<file path="config.mk">
export PLATFORM = sky130hd
export DESIGN_NAME = imm_pack
export DESIGN_NICKNAME = d
export VERILOG_FILES = /design/src/rtl/imm_pack.sv
export SDC_FILE = /design/constraint.sdc
export NUM_CORES = 1
export LEC_CHECK = 0
export ABC_AREA = 0
export ABC_CLOCK_PERIOD_IN_PS = 1800
export CAP_MARGIN = 10
export CORE_MARGIN = 3
export CORE_UTILIZATION = 55
export CTS_BUF_LIST = sky130_fd_sc_hd__clkbuf_4 sky130_fd_sc_hd__clkbuf_8 sky130_fd_sc_hd__clkbuf_16
export CTS_CLUSTER_DIAMETER = 50
export DETAILED_ROUTE_END_ITERATION = 8
export DONT_BUFFER_PORTS = 1
export PLACE_DENSITY = 0.7
export SYNTH_ARGS = -nofsm -noshare
export SYNTH_HDL_FRONTEND = slang
export SYNTH_SLANG_ARGS = --single-unit
</file>
<file path="constraint.sdc">
create_clock -name CLK -period 1.8 [get_ports CLK]
set_clock_uncertainty 0.15 [all_clocks]
set_input_delay 0.09 -clock CLK [delete_from_list [all_inputs] [get_ports CLK]]
set_output_delay 0.09 -clock CLK [all_outputs]
set_load 0.01 [all_outputs]
</file>
<file path="src/rtl/imm_pack.sv">
// Two-stage immediate packer: merges an encoded immediate into a RISC-V style base word.
// Define IMM_PACK_RANGE_CHECK_EN to enable range/illegal-format checking and the error counter.
module imm_pack (
  input  logic        CLK,
  input  logic        RESETN,
  input  logic        IN_VALID,
  output logic        IN_READY,
  input  logic [31:0] BASE_INSTRUCTION,
  input  logic [31:0] IMMIDIATE,
  input  logic [2:0]  IMM_PICK,
  output logic        OUT_VALID,
  input  logic        OUT_READY,
  output logic [31:0] INSTRUCTION,
  output logic        IMM_ERROR,
  output logic [7:0]  ERR_COUNT
);

  localparam logic [2:0] PICK_I = 3'd0;
  localparam logic [2:0] PICK_S = 3'd1;
  localparam logic [2:0] PICK_U = 3'd2;
  localparam logic [2:0] PICK_B = 3'd3;
  localparam logic [2:0] PICK_J = 3'd4;

  logic        run_q;
  logic        s1_valid;
  logic        s1_err;
  logic [31:0] s1_base;
  logic [31:0] s1_imm;
  logic [2:0]  s1_pick;
  logic        s2_free;
  logic        s1_adv;
  logic        in_fire;
  logic        range_err;
  logic [31:0] merged;

  // Handshake: a transfer happens on a rising CLK edge where valid and ready are
  // both 1; a producer holds valid and data stable until the transfer occurs.
  assign s2_free  = !OUT_VALID || OUT_READY;
  assign s1_adv   = s1_valid && s2_free;
  assign IN_READY = run_q && (!s1_valid || s2_free);
  assign in_fire  = IN_VALID && IN_READY;

`ifdef IMM_PACK_RANGE_CHECK_EN
  logic hi11_same;
  logic hi12_same;
  logic hi20_same;

  assign hi11_same = (IMMIDIATE[31:11] == '0) || (IMMIDIATE[31:11] == '1);
  assign hi12_same = (IMMIDIATE[31:12] == '0) || (IMMIDIATE[31:12] == '1);
  assign hi20_same = (IMMIDIATE[31:20] == '0) || (IMMIDIATE[31:20] == '1);

  always_comb begin
    range_err = 1'b1;
    case (IMM_PICK)
      PICK_I, PICK_S: range_err = !hi11_same;
      PICK_U:         range_err = |IMMIDIATE[11:0];
      PICK_B:         range_err = IMMIDIATE[0] || !hi12_same;
      PICK_J:         range_err = IMMIDIATE[0] || !hi20_same;
      default:        range_err = 1'b1;
    endcase
  end

  always_ff @(posedge CLK or negedge RESETN) begin
    if (!RESETN) begin
      ERR_COUNT <= 8'd0;
    end else if (OUT_VALID && OUT_READY && IMM_ERROR && (ERR_COUNT != 8'hFF)) begin
      ERR_COUNT <= ERR_COUNT + 8'd1;
    end
  end
`else
  assign range_err = 1'b0;
  assign ERR_COUNT = 8'd0;
`endif

  // Out-of-range immediates still merge their truncated low bits.
  always_comb begin
    merged = s1_base;
    case (s1_pick)
      PICK_I: merged[31:20] = s1_imm[11:0];
      PICK_S: begin
        merged[31:25] = s1_imm[11:5];
        merged[11:7]  = s1_imm[4:0];
      end
      PICK_U: merged[31:12] = s1_imm[31:12];
      PICK_B: begin
        merged[31]    = s1_imm[12];
        merged[30:25] = s1_imm[10:5];
        merged[11:8]  = s1_imm[4:1];
        merged[7]     = s1_imm[11];
      end
      PICK_J: begin
        merged[31]    = s1_imm[20];
        merged[30:21] = s1_imm[10:1];
        merged[20]    = s1_imm[11];
        merged[19:12] = s1_imm[19:12];
      end
      default: merged = s1_base;
    endcase
  end

  always_ff @(posedge CLK or negedge RESETN) begin
    if (!RESETN) begin
      run_q       <= 1'b0;
      s1_valid    <= 1'b0;
      s1_err      <= 1'b0;
      s1_base     <= 32'd0;
      s1_imm      <= 32'd0;
      s1_pick     <= 3'd0;
      OUT_VALID   <= 1'b0;
      INSTRUCTION <= 32'd0;
      IMM_ERROR   <= 1'b0;
    end else begin
      run_q <= 1'b1;
      if (in_fire) begin
        s1_valid <= 1'b1;
        s1_err   <= range_err;
        s1_base  <= BASE_INSTRUCTION;
        s1_imm   <= IMMIDIATE;
        s1_pick  <= IMM_PICK;
      end else if (s1_adv) begin
        s1_valid <= 1'b0;
      end
      if (s1_adv) begin
        OUT_VALID   <= 1'b1;
        INSTRUCTION <= merged;
        IMM_ERROR   <= s1_err;
      end else if (OUT_READY) begin
        OUT_VALID <= 1'b0;
      end
    end
  end

endmodule
</file>
Word level (Yosys, flattened, before mapping)

Index checks and enable logic that the tools add are counted.

Logic and storage cells: 31
Bits of input ports: 71
Flip-flop bits (word level): 102
Output and inout bits: 43

Muxes and demuxes: 8
Eq/ne operators: 4
Reductions and logical operators: 12

Operator list:

| cell               | number |
|---|---|
| $pmux 7 s4         | 1 |
| $pmux 5 s3         | 1 |
| $pmux 5 s2         | 1 |
| $mux 8             | 1 |
| $eq 3x2->1 const B | 2 |
| $mux 1             | 4 |
| $reduce_bool 2->1  | 2 |
| $reduce_or 2->1    | 2 |
| $eq 3x1->1 const B | 1 |
| $eq 3x3->1 const B | 1 |
| $logic_and 1x1->1  | 3 |
| $logic_not 3->1    | 1 |
| $logic_not 1->1    | 2 |
| $logic_or 1x1->1   | 2 |

Depth between registers and ports, before layout

Gate-level depths: netlist of the first run.

Word-level depth: 6
Gate-level depth with buffers: 6
Depth with buffers taken out: 4

Least setup slack after synthesis of the first run

No wires, ideal clock.

Path type: reg2reg
Start point: reg OUT_VALID
End point: reg s1_base[12]
Slack: 0.164 ns
Arrival: 1.360 ns
Setup time: 0.125 ns
Period minus slack after synthesis: 1.636 ns
Cell stages (with the launch flop): 7
Buffers on the path: 2
Required time: 1.525 ns
Cell sequence: dfrtp_1 -> nand3b_1 -> and2_4 -> nand2_2 -> buf_6 -> buf_6 -> mux2_4

Cells in the longest elaborated chain, start to end: 5

RTL lines:

| what                   | line | RTL |
|---|---|---|
| from (decl)            | 11   | `output logic OUT_VALID,` |
| from (signal assigned) | 109  | `OUT_VALID <= 1'b0;` |
| from (signal assigned) | 124  | `OUT_VALID <= 1'b1;` |
| from (signal assigned) | 128  | `OUT_VALID <= 1'b0;` |
| $logic_not 1->1        | 38   | `assign s2_free = !OUT_VALID \|\| OUT_READY;` |
| $logic_or 1x1->1       | 38   |  |
| $logic_or 1x1->1       | 40   | `assign IN_READY = run_q && (!s1_valid \|\| s2_free);` |
| $logic_and 1x1->1      | 40   |  |
| net IN_READY           | 7    | `output logic IN_READY,` |
| $logic_and 1x1->1      | 41   | `assign in_fire = IN_VALID && IN_READY;` |
| to (signal assigned)   | 106  | `s1_base <= 32'd0;` |
| to (signal assigned)   | 117  | `s1_base <= BASE_INSTRUCTION;` |
| to (decl)              | 27   | `logic [31:0] s1_base;` |

The timed path passes the listed nets, and every way through them passes these cells.
A chain may end at the register's enable or synchronous reset.

Final worst setup path of the first run

Start point: reg s1_valid
End point: reg s1_imm[21]

Cells in the longest elaborated chain, start to end: 4

RTL lines:

| what                   | line | RTL |
|---|---|---|
| from (decl)            | 25   | `logic s1_valid;` |
| from (signal assigned) | 104  | `s1_valid <= 1'b0;` |
| from (signal assigned) | 115  | `s1_valid <= 1'b1;` |
| from (signal assigned) | 121  | `s1_valid <= 1'b0;` |
| $logic_not 1->1        | 40   |  |
| $logic_or 1x1->1       | 40   |  |
| $logic_and 1x1->1      | 40   |  |
| $logic_and 1x1->1      | 41   |  |
| to (signal assigned)   | 107  | `s1_imm <= 32'd0;` |
| to (signal assigned)   | 118  | `s1_imm <= IMMIDIATE;` |
| to (decl)              | 28   | `logic [31:0] s1_imm;` |

No other way between the ends.

==> results of run 1 <==
==> area by class of cell <==
class / instances / share of cell area [%]
flip-flops and latches: 102 / 46.75
multi-input cells: 208 / 31.53
repair buffers: 82 / 15.35
well taps: 102 / 2.337
clock buffers: 9 / 2.269
clock inverters: 6 / 1.008
inverters: 11 / 0.7562
==> final timing paths <==
check / from / to / slack [ns] / cells past startpoint
worst min register to register: s1_base[4]$_DFFE_PN0P_ / INSTRUCTION[4]$_DFFE_PN0P_ / 0.36 / 1
min in group CLK: BASE_INSTRUCTION[2] / s1_base[2]$_DFFE_PN0P_ / 0.25 / 2
worst max register to register: s1_valid$_DFFE_PN0P_ / s1_imm[21]$_DFFE_PN0P_ / 0.11 / 5
worst max-delay path: s1_valid$_DFFE_PN0P_ / s1_imm[21]$_DFFE_PN0P_ / 0.11 / 5
worst min-delay path: RESETN / s1_base[27]$_DFFE_PN0P_ / -0.74 / 0
max in group asynchronous: RESETN / s1_base[19]$_DFFE_PN0P_ / 2.09 / 0
==> power breakdown <==
group,internal [mW],switching (mW),total [mW]
Combinational,0.737,0.523,1.26
Clock,0.523,0.815,1.34
Sequential,2.80,0.502,3.30
Total,4.06,1.84,5.90
==> registers in the layout (all words and copies together), names as in the netlist <==
register     cells
INSTRUCTION     32
s1_pick          3
s1_imm          32
OUT_VALID        1
run_q            1
s1_base         32
s1_valid         1
==> critical path, cell delays in order (launching register included) <==
cell and delay (ns):
dfrtp_1 0.39, nand3b_1 0.11, and2_4 0.19, nand2_4 0.09, buf_4 0.27, mux2_2 0.38
==> per-layer routing <==
metal  share of wire, %  vias up  GRT usage [%]
met5                  0        -              0
met4                1.3        0          5.332
met3                6.9       14          7.584
met2                 50       83          34.50
met1                 42     1395          26.99
li1                   -     1319              -
==> cell families after synthesis <==
| group | Yosys count |
|---|---|
| other | 2 |
| DFF | 102 |
| and+or+nand+nor | 51 |
| AOI/OAI and AO/OA | 56 |
| buffers and inverters | 40 |
| muxes | 91 |
==> cell usage in the layout, fill, tap and decap left out, types with 3 or more instances in the layout <==
cell           count
nand2b_1           4
mux2i_1           16
a21oi_1            6
conb_1            10
dfrtp_1          102
o21ai_0            7
buf_4              9
o22a_1             6
mux2_4            19
clkinv_4           3
mux2_2            56
a22oi_1            4
clkbuf_8           9
nand2_1           35
dlygate4sd3_1     69
nor2_1             5
o21ai_1           17
o221ai_1           7
o22ai_1            6
buf_12             4
inv_1             11
==> stage by stage <==
step / power [mW] / util [%]
floorplan: 4.168 / -
global placement: 4.406 / 58.80
detailed placement: 4.474 / 58.80
CTS: 5.927 / 69.94
global route: 6.240 / 69.94
finish: 5.899 / 69.94
==> results.yml, run 1 <==
outcome:
  outcome: "finished, violations left"
  violations: "hold timing"
timing:
  finalCriticalPeriod_ns: 1.692
  finalHoldWorstSlack_ns: -0.7352
  setup_ws_ns: 0.1083
  setup_tns_ns: 0
  setup_violations: 0
  period_share_pct: 93.98
  fmax_ghz: 0.5911
  maxSlewViolCount: 0
  rsz0062_at_grt: "false"
  hold_viol_final: 102
cts:
  cts_buffer_depth: 2
  numCtsBuffers: 9
  postCtsSetupRepairBufs: 0
  path_clk_slew_ns: 0.10
  htree_levels: 3
  cts-hold-fix-buffers: 69
  clock_sink_count: 102
  cts-root-buf: "clkbuf_8"
  clk_latency_ns: 0.36
  cts_tree: "yes"
  post_cts_resize_count: 0
global_routing:
  grt_pass1_vias: 2988
  grtUsageTotal_pct: 21.21
  grt-ovfl-total: 0
  grt_max_degree: 103
  antenna_found_initial: 0
  grt_pass1_wl_mm: 14.95
synthesis:
  synth_xor_area_share_pct: 0
  synth-main-ff-cell: "dfrtp_1"
  ys_types: 28
  post-synth-top-count-cell: "dfrtp_1"
  post_synth.cell_area_avg_um2: 13.08
  ys_top_cells_by_count: "102 x dfrtp_1, 56 x mux2_2, 36 x nand2_1"
  yosysSeqAreaShare_pct: 57.05
  yosys.area.top_type: "dfrtp_1"
  synth_warnings: 0
  syn_area_mm2: 0.004474
  ys_async_sr_fraction_pct: 100.0
  yosys-top-cells-area: "dfrtp_1 57%, mux2_2 14%, mux2_4 6.4%, mux2i_1 3.6%, nand2_1 3.0%"
  synth_top_family_by_area: "multiplexers"
  synth_edf_count: 0
  synth_top_area_share_pct: 57.05
  netlist_instances: 342
  synth-simple-area-share_pct: 5.285
  synth_compound_area_share_pct: 8.138
  synth_fa_ha_area_share_pct: 0
  synth-seq-cells: 102
  synth_mux_area_share_pct: 24.05
critical_path:
  path_max_fanout: 15
  crit_path_end_kind: "flip-flop"
  path_class: "reg -> reg"
  worstPathArrival_ns: 1.78
  startpoint_type: "flip-flop"
  cp.required_ns: 1.89
drt:
  firstDrtPassIters: 4
  vias_per_cell: 5.406
  wl_per_cell_um: 18.12
  vias: 2811
  ant_nets: 0
  drc_errors: 0
  routed_wl_mm: 9.422
  drtIter0Drc: 103
placed_design:
  dpl.cell_count: 436
  io_buffers: 0
  postPlaceCellArea_mm2: 0.004591
  dp_hpwl_mm: 5.949
  place_ws_ns: 0.1541
  place.gp.congestion: 0.7604
die:
  row_count: 32
  die_area_mm2: 0.009253
  initial_core_util_pct: 57.31
  dieHeight_um: 96.20
  pin_count: 114
  core_mm2: 0.007807
  die-width_um: 96.20
finish:
  multiInputGateArea_mm2: 0.001722
  num-fill-cells: 575
  regArea_mm2: 0.002552
  antenna_cells: 0
  fin_area_mm2: 0.005460
  final_nets: 485
  area_growth_syn_to_layout_pct: 22.04
  instances_no_fill: 520
  drive_above_1_share_pct: 26.08
power:
  peakVddDrop_mv: 0.6569
  p_leak_nw: 2.481
  p_per_area_mw_per_mm2: 1080
run:
  maxCapViolations: 0
min_path:
  worstHoldPathType: "in -> async"
No activity file was read; power rests on OpenSTA's default activity.
==> inputs of run 2 (changes only) <==
Settings changed: ABC_CLOCK_PERIOD_IN_PS 1800 to 1450, PLACE_DENSITY 0.7 to 0.73.
Clock period 1.8 ns to 1.45 ns, I/O delays scaled along.
==> run 2 against run 1 <==
Compared with the run above: global-route usage rose by 0.34 points; total power rose by 32%; the flow finishes with violations (hold timing, setup timing); sequential power is 24% higher; setup slack worse by 0.22 ns; die area unchanged.
==> results.yml, run 2 (synthesis gave the netlist of run 1 again) <==
outcome:
  outcome: "finished, violations left"
  violations: "hold timing, setup timing"
critical_path:
  critPathTopFamily: "simple AND/OR/NAND/NOR gates"
  crit_cells: 5
  path_max_fanout: 14
  path_class: "reg -> reg"
  rrSetupSlack_ns: -0.12
  cp-startpoint: "s1_valid$_DFFE_PN0P_"
  slowest_delay_ns: 0.37
  crit_end: "s1_pick[0]$_DFFE_PN0P_"
  cp.required_ns: 1.54
  cp_slowest_cell: "dfrtp_1"
  crit_buf_inv: 1
  r2r_start: "s1_valid$_DFFE_PN0P_"
  startpoint_type: "flip-flop"
  timing.rr.end: "s1_pick[0]$_DFFE_PN0P_"
  worstPathArrival_ns: 1.66
  cp_cell_sequence: "nand3b_1 > and2_4 > nand2_8 > buf_12 > mux2_2"
  crit_path_end_kind: "flip-flop"
  worst-r2r-cell-count: 5
drt:
  ant_nets: 0
  drc_errors: 0
  vias_per_cell: 5.371
  firstDrtPassIters: 4
  vias: 2879
  drtIter0Drc: 82
  routed_wl_mm: 10.10
  wl_per_cell_um: 18.84
global_routing:
  grt_pass1_wl_mm: 15.01
  grt-ovfl-total: 0
  grt_pass1_vias: 2964
  grtUsageTotal_pct: 21.55
  antenna_found_initial: 0
  grt_max_degree: 103
timing:
  period_share_pct: 108.0
  maxSlewViolCount: 0
  fmax_ghz: 0.6386
  rsz0062_at_grt: "true"
  setup_ws_ns: -0.1160
  finalCriticalPeriod_ns: 1.566
  setup_violations: 74
  finalHoldWorstSlack_ns: -0.7498
  setup_tns_ns: -6.130
  hold_viol_final: 122
power:
  switchingPower_mw: 2.379
  pwr-share-clk_pct: 22.8
  p_int_mw: 5.418
  swShare_pct: 30.51
  peakVddDrop_mv: 0.7192
  seqPwrFrac_pct: 52.5
  p_leak_nw: 2.703
  combPwrFrac_pct: 24.7
  p_per_area_mw_per_mm2: 1320
  p_total_mw: 7.796
placed_design:
  io_buffers: 0
  postPlaceCellArea_mm2: 0.004681
  place_ws_ns: -0.1440
  dp_hpwl_mm: 5.991
  place.gp.congestion: 0.7767
cts:
  cts_buffer_depth: 2
  cts-root-buf: "clkbuf_8"
  cts_tree: "yes"
  cts-hold-fix-buffers: 69
  clk_latency_ns: 0.35
  clock_sink_count: 102
  path_clk_slew_ns: 0.10
  numCtsBuffers: 9
  htree_levels: 3
finish:
  mostFrequentLayoutCells: "101 x dfrtp_1, 68 x dlygate4sd3_1, 45 x mux2_2, 33 x nand2_1, 30 x mux2_4"
  area_growth_syn_to_layout_pct: 31.99
  final_util_pct: 75.64
  final_common_cell: "dfrtp_1"
  reg_top3: "INSTRUCTION: 32 flops, s1_base: 32 flops, s1_imm: 32 flops"
  antenna_cells: 0
  final_nets: 501
  fin_area_mm2: 0.005906
  drive_above_1_share_pct: 33.87
die:
  die-width_um: 96.20
  pin_count: 114
  dieHeight_um: 96.20
  initial_core_util_pct: 57.31
  core_mm2: 0.007807
  die_area_mm2: 0.009253
  row_count: 32
min_path:
  worstHoldPathType: "in -> async"
run:
  maxCapViolations: 0
run 2: metrics by stage:
| stage | std cells | hold slack, ns |
|---|---|---|
| final | 536 | -0.7498 |
| after global placement | 443 | -0.3706 |
| after detailed placement | 443 | -0.3705 |
| after CTS | 530 | -0.7796 |
| after global routing | 536 | -0.7870 |
| after floorplan | 350 | -0.3731 |
run 2: cell type report:
cell class | count | area, um2
clock buffers | 9 | 123.9
clock inverters | 6 | 68.82
fillers | 476 | 1902
inverters | 11 | 41.29
well taps | 102 | 127.6
multi-input cells | 209 | 1909
repair buffers | 97 | 1081
flip-flops and latches | 102 | 2554
run 2: power groups by stage:
stage	logic [mW]	clock network (mW)	registers (mW)
2_1_floorplan	1.21	0	3.97
3_3_place_gp	1.43	0	4.10
3_5_place_dp	1.49	0	4.13
4_1_cts	1.71	1.84	4.08
5_1_grt	2.10	1.94	4.19
6_report	1.93	1.77	4.10
run 2: metal layers:
layer | up-vias | GRT usage [%] | wire length [um]
met4 | 0 | 4.976 | 125
met5 | - | 0 | 0
met2 | 81 | 35.02 | 5220
li1 | 1352 | - | -
met1 | 1431 | 28.04 | 4202
met3 | 15 | 7.115 | 549
run 2: how the worst min path moves through the flow:
stage	start	end	slack (ns)	cells after the start
CTS	RESETN	s1_base[3]$_DFFE_PN0P_	-0.78	0
detailed placement	RESETN	s1_base[28]$_DFFE_PN0P_	-0.37	0
finish	RESETN	s1_imm[6]$_DFFE_PN0P_	-0.75	0
global placement	RESETN	s1_base[29]$_DFFE_PN0P_	-0.37	0
floorplan	RESETN	INSTRUCTION[0]$_DFFE_PN0P_	-0.37	0
global route	RESETN	s1_base[19]$_DFFE_PN0P_	-0.79	0
run 2: worst register-to-register path, delay by kind of cell (launching register included):
kind	cells	cell delay, ns
multiplexers	1	0.36
buffers and inverters	1	0.17
flip-flops	1	0.37
AND/OR/NAND/NOR	3	0.41
run 2: what timing repair did:
action / CTS / global route
setup buffers: 2 / 4
resized for setup: 13 / 32
endpoints found under the hold margin: 171 / 139
pin swaps: 1 / 4
cloned: 1 / 4
endpoints found under the setup margin: 98 / 100
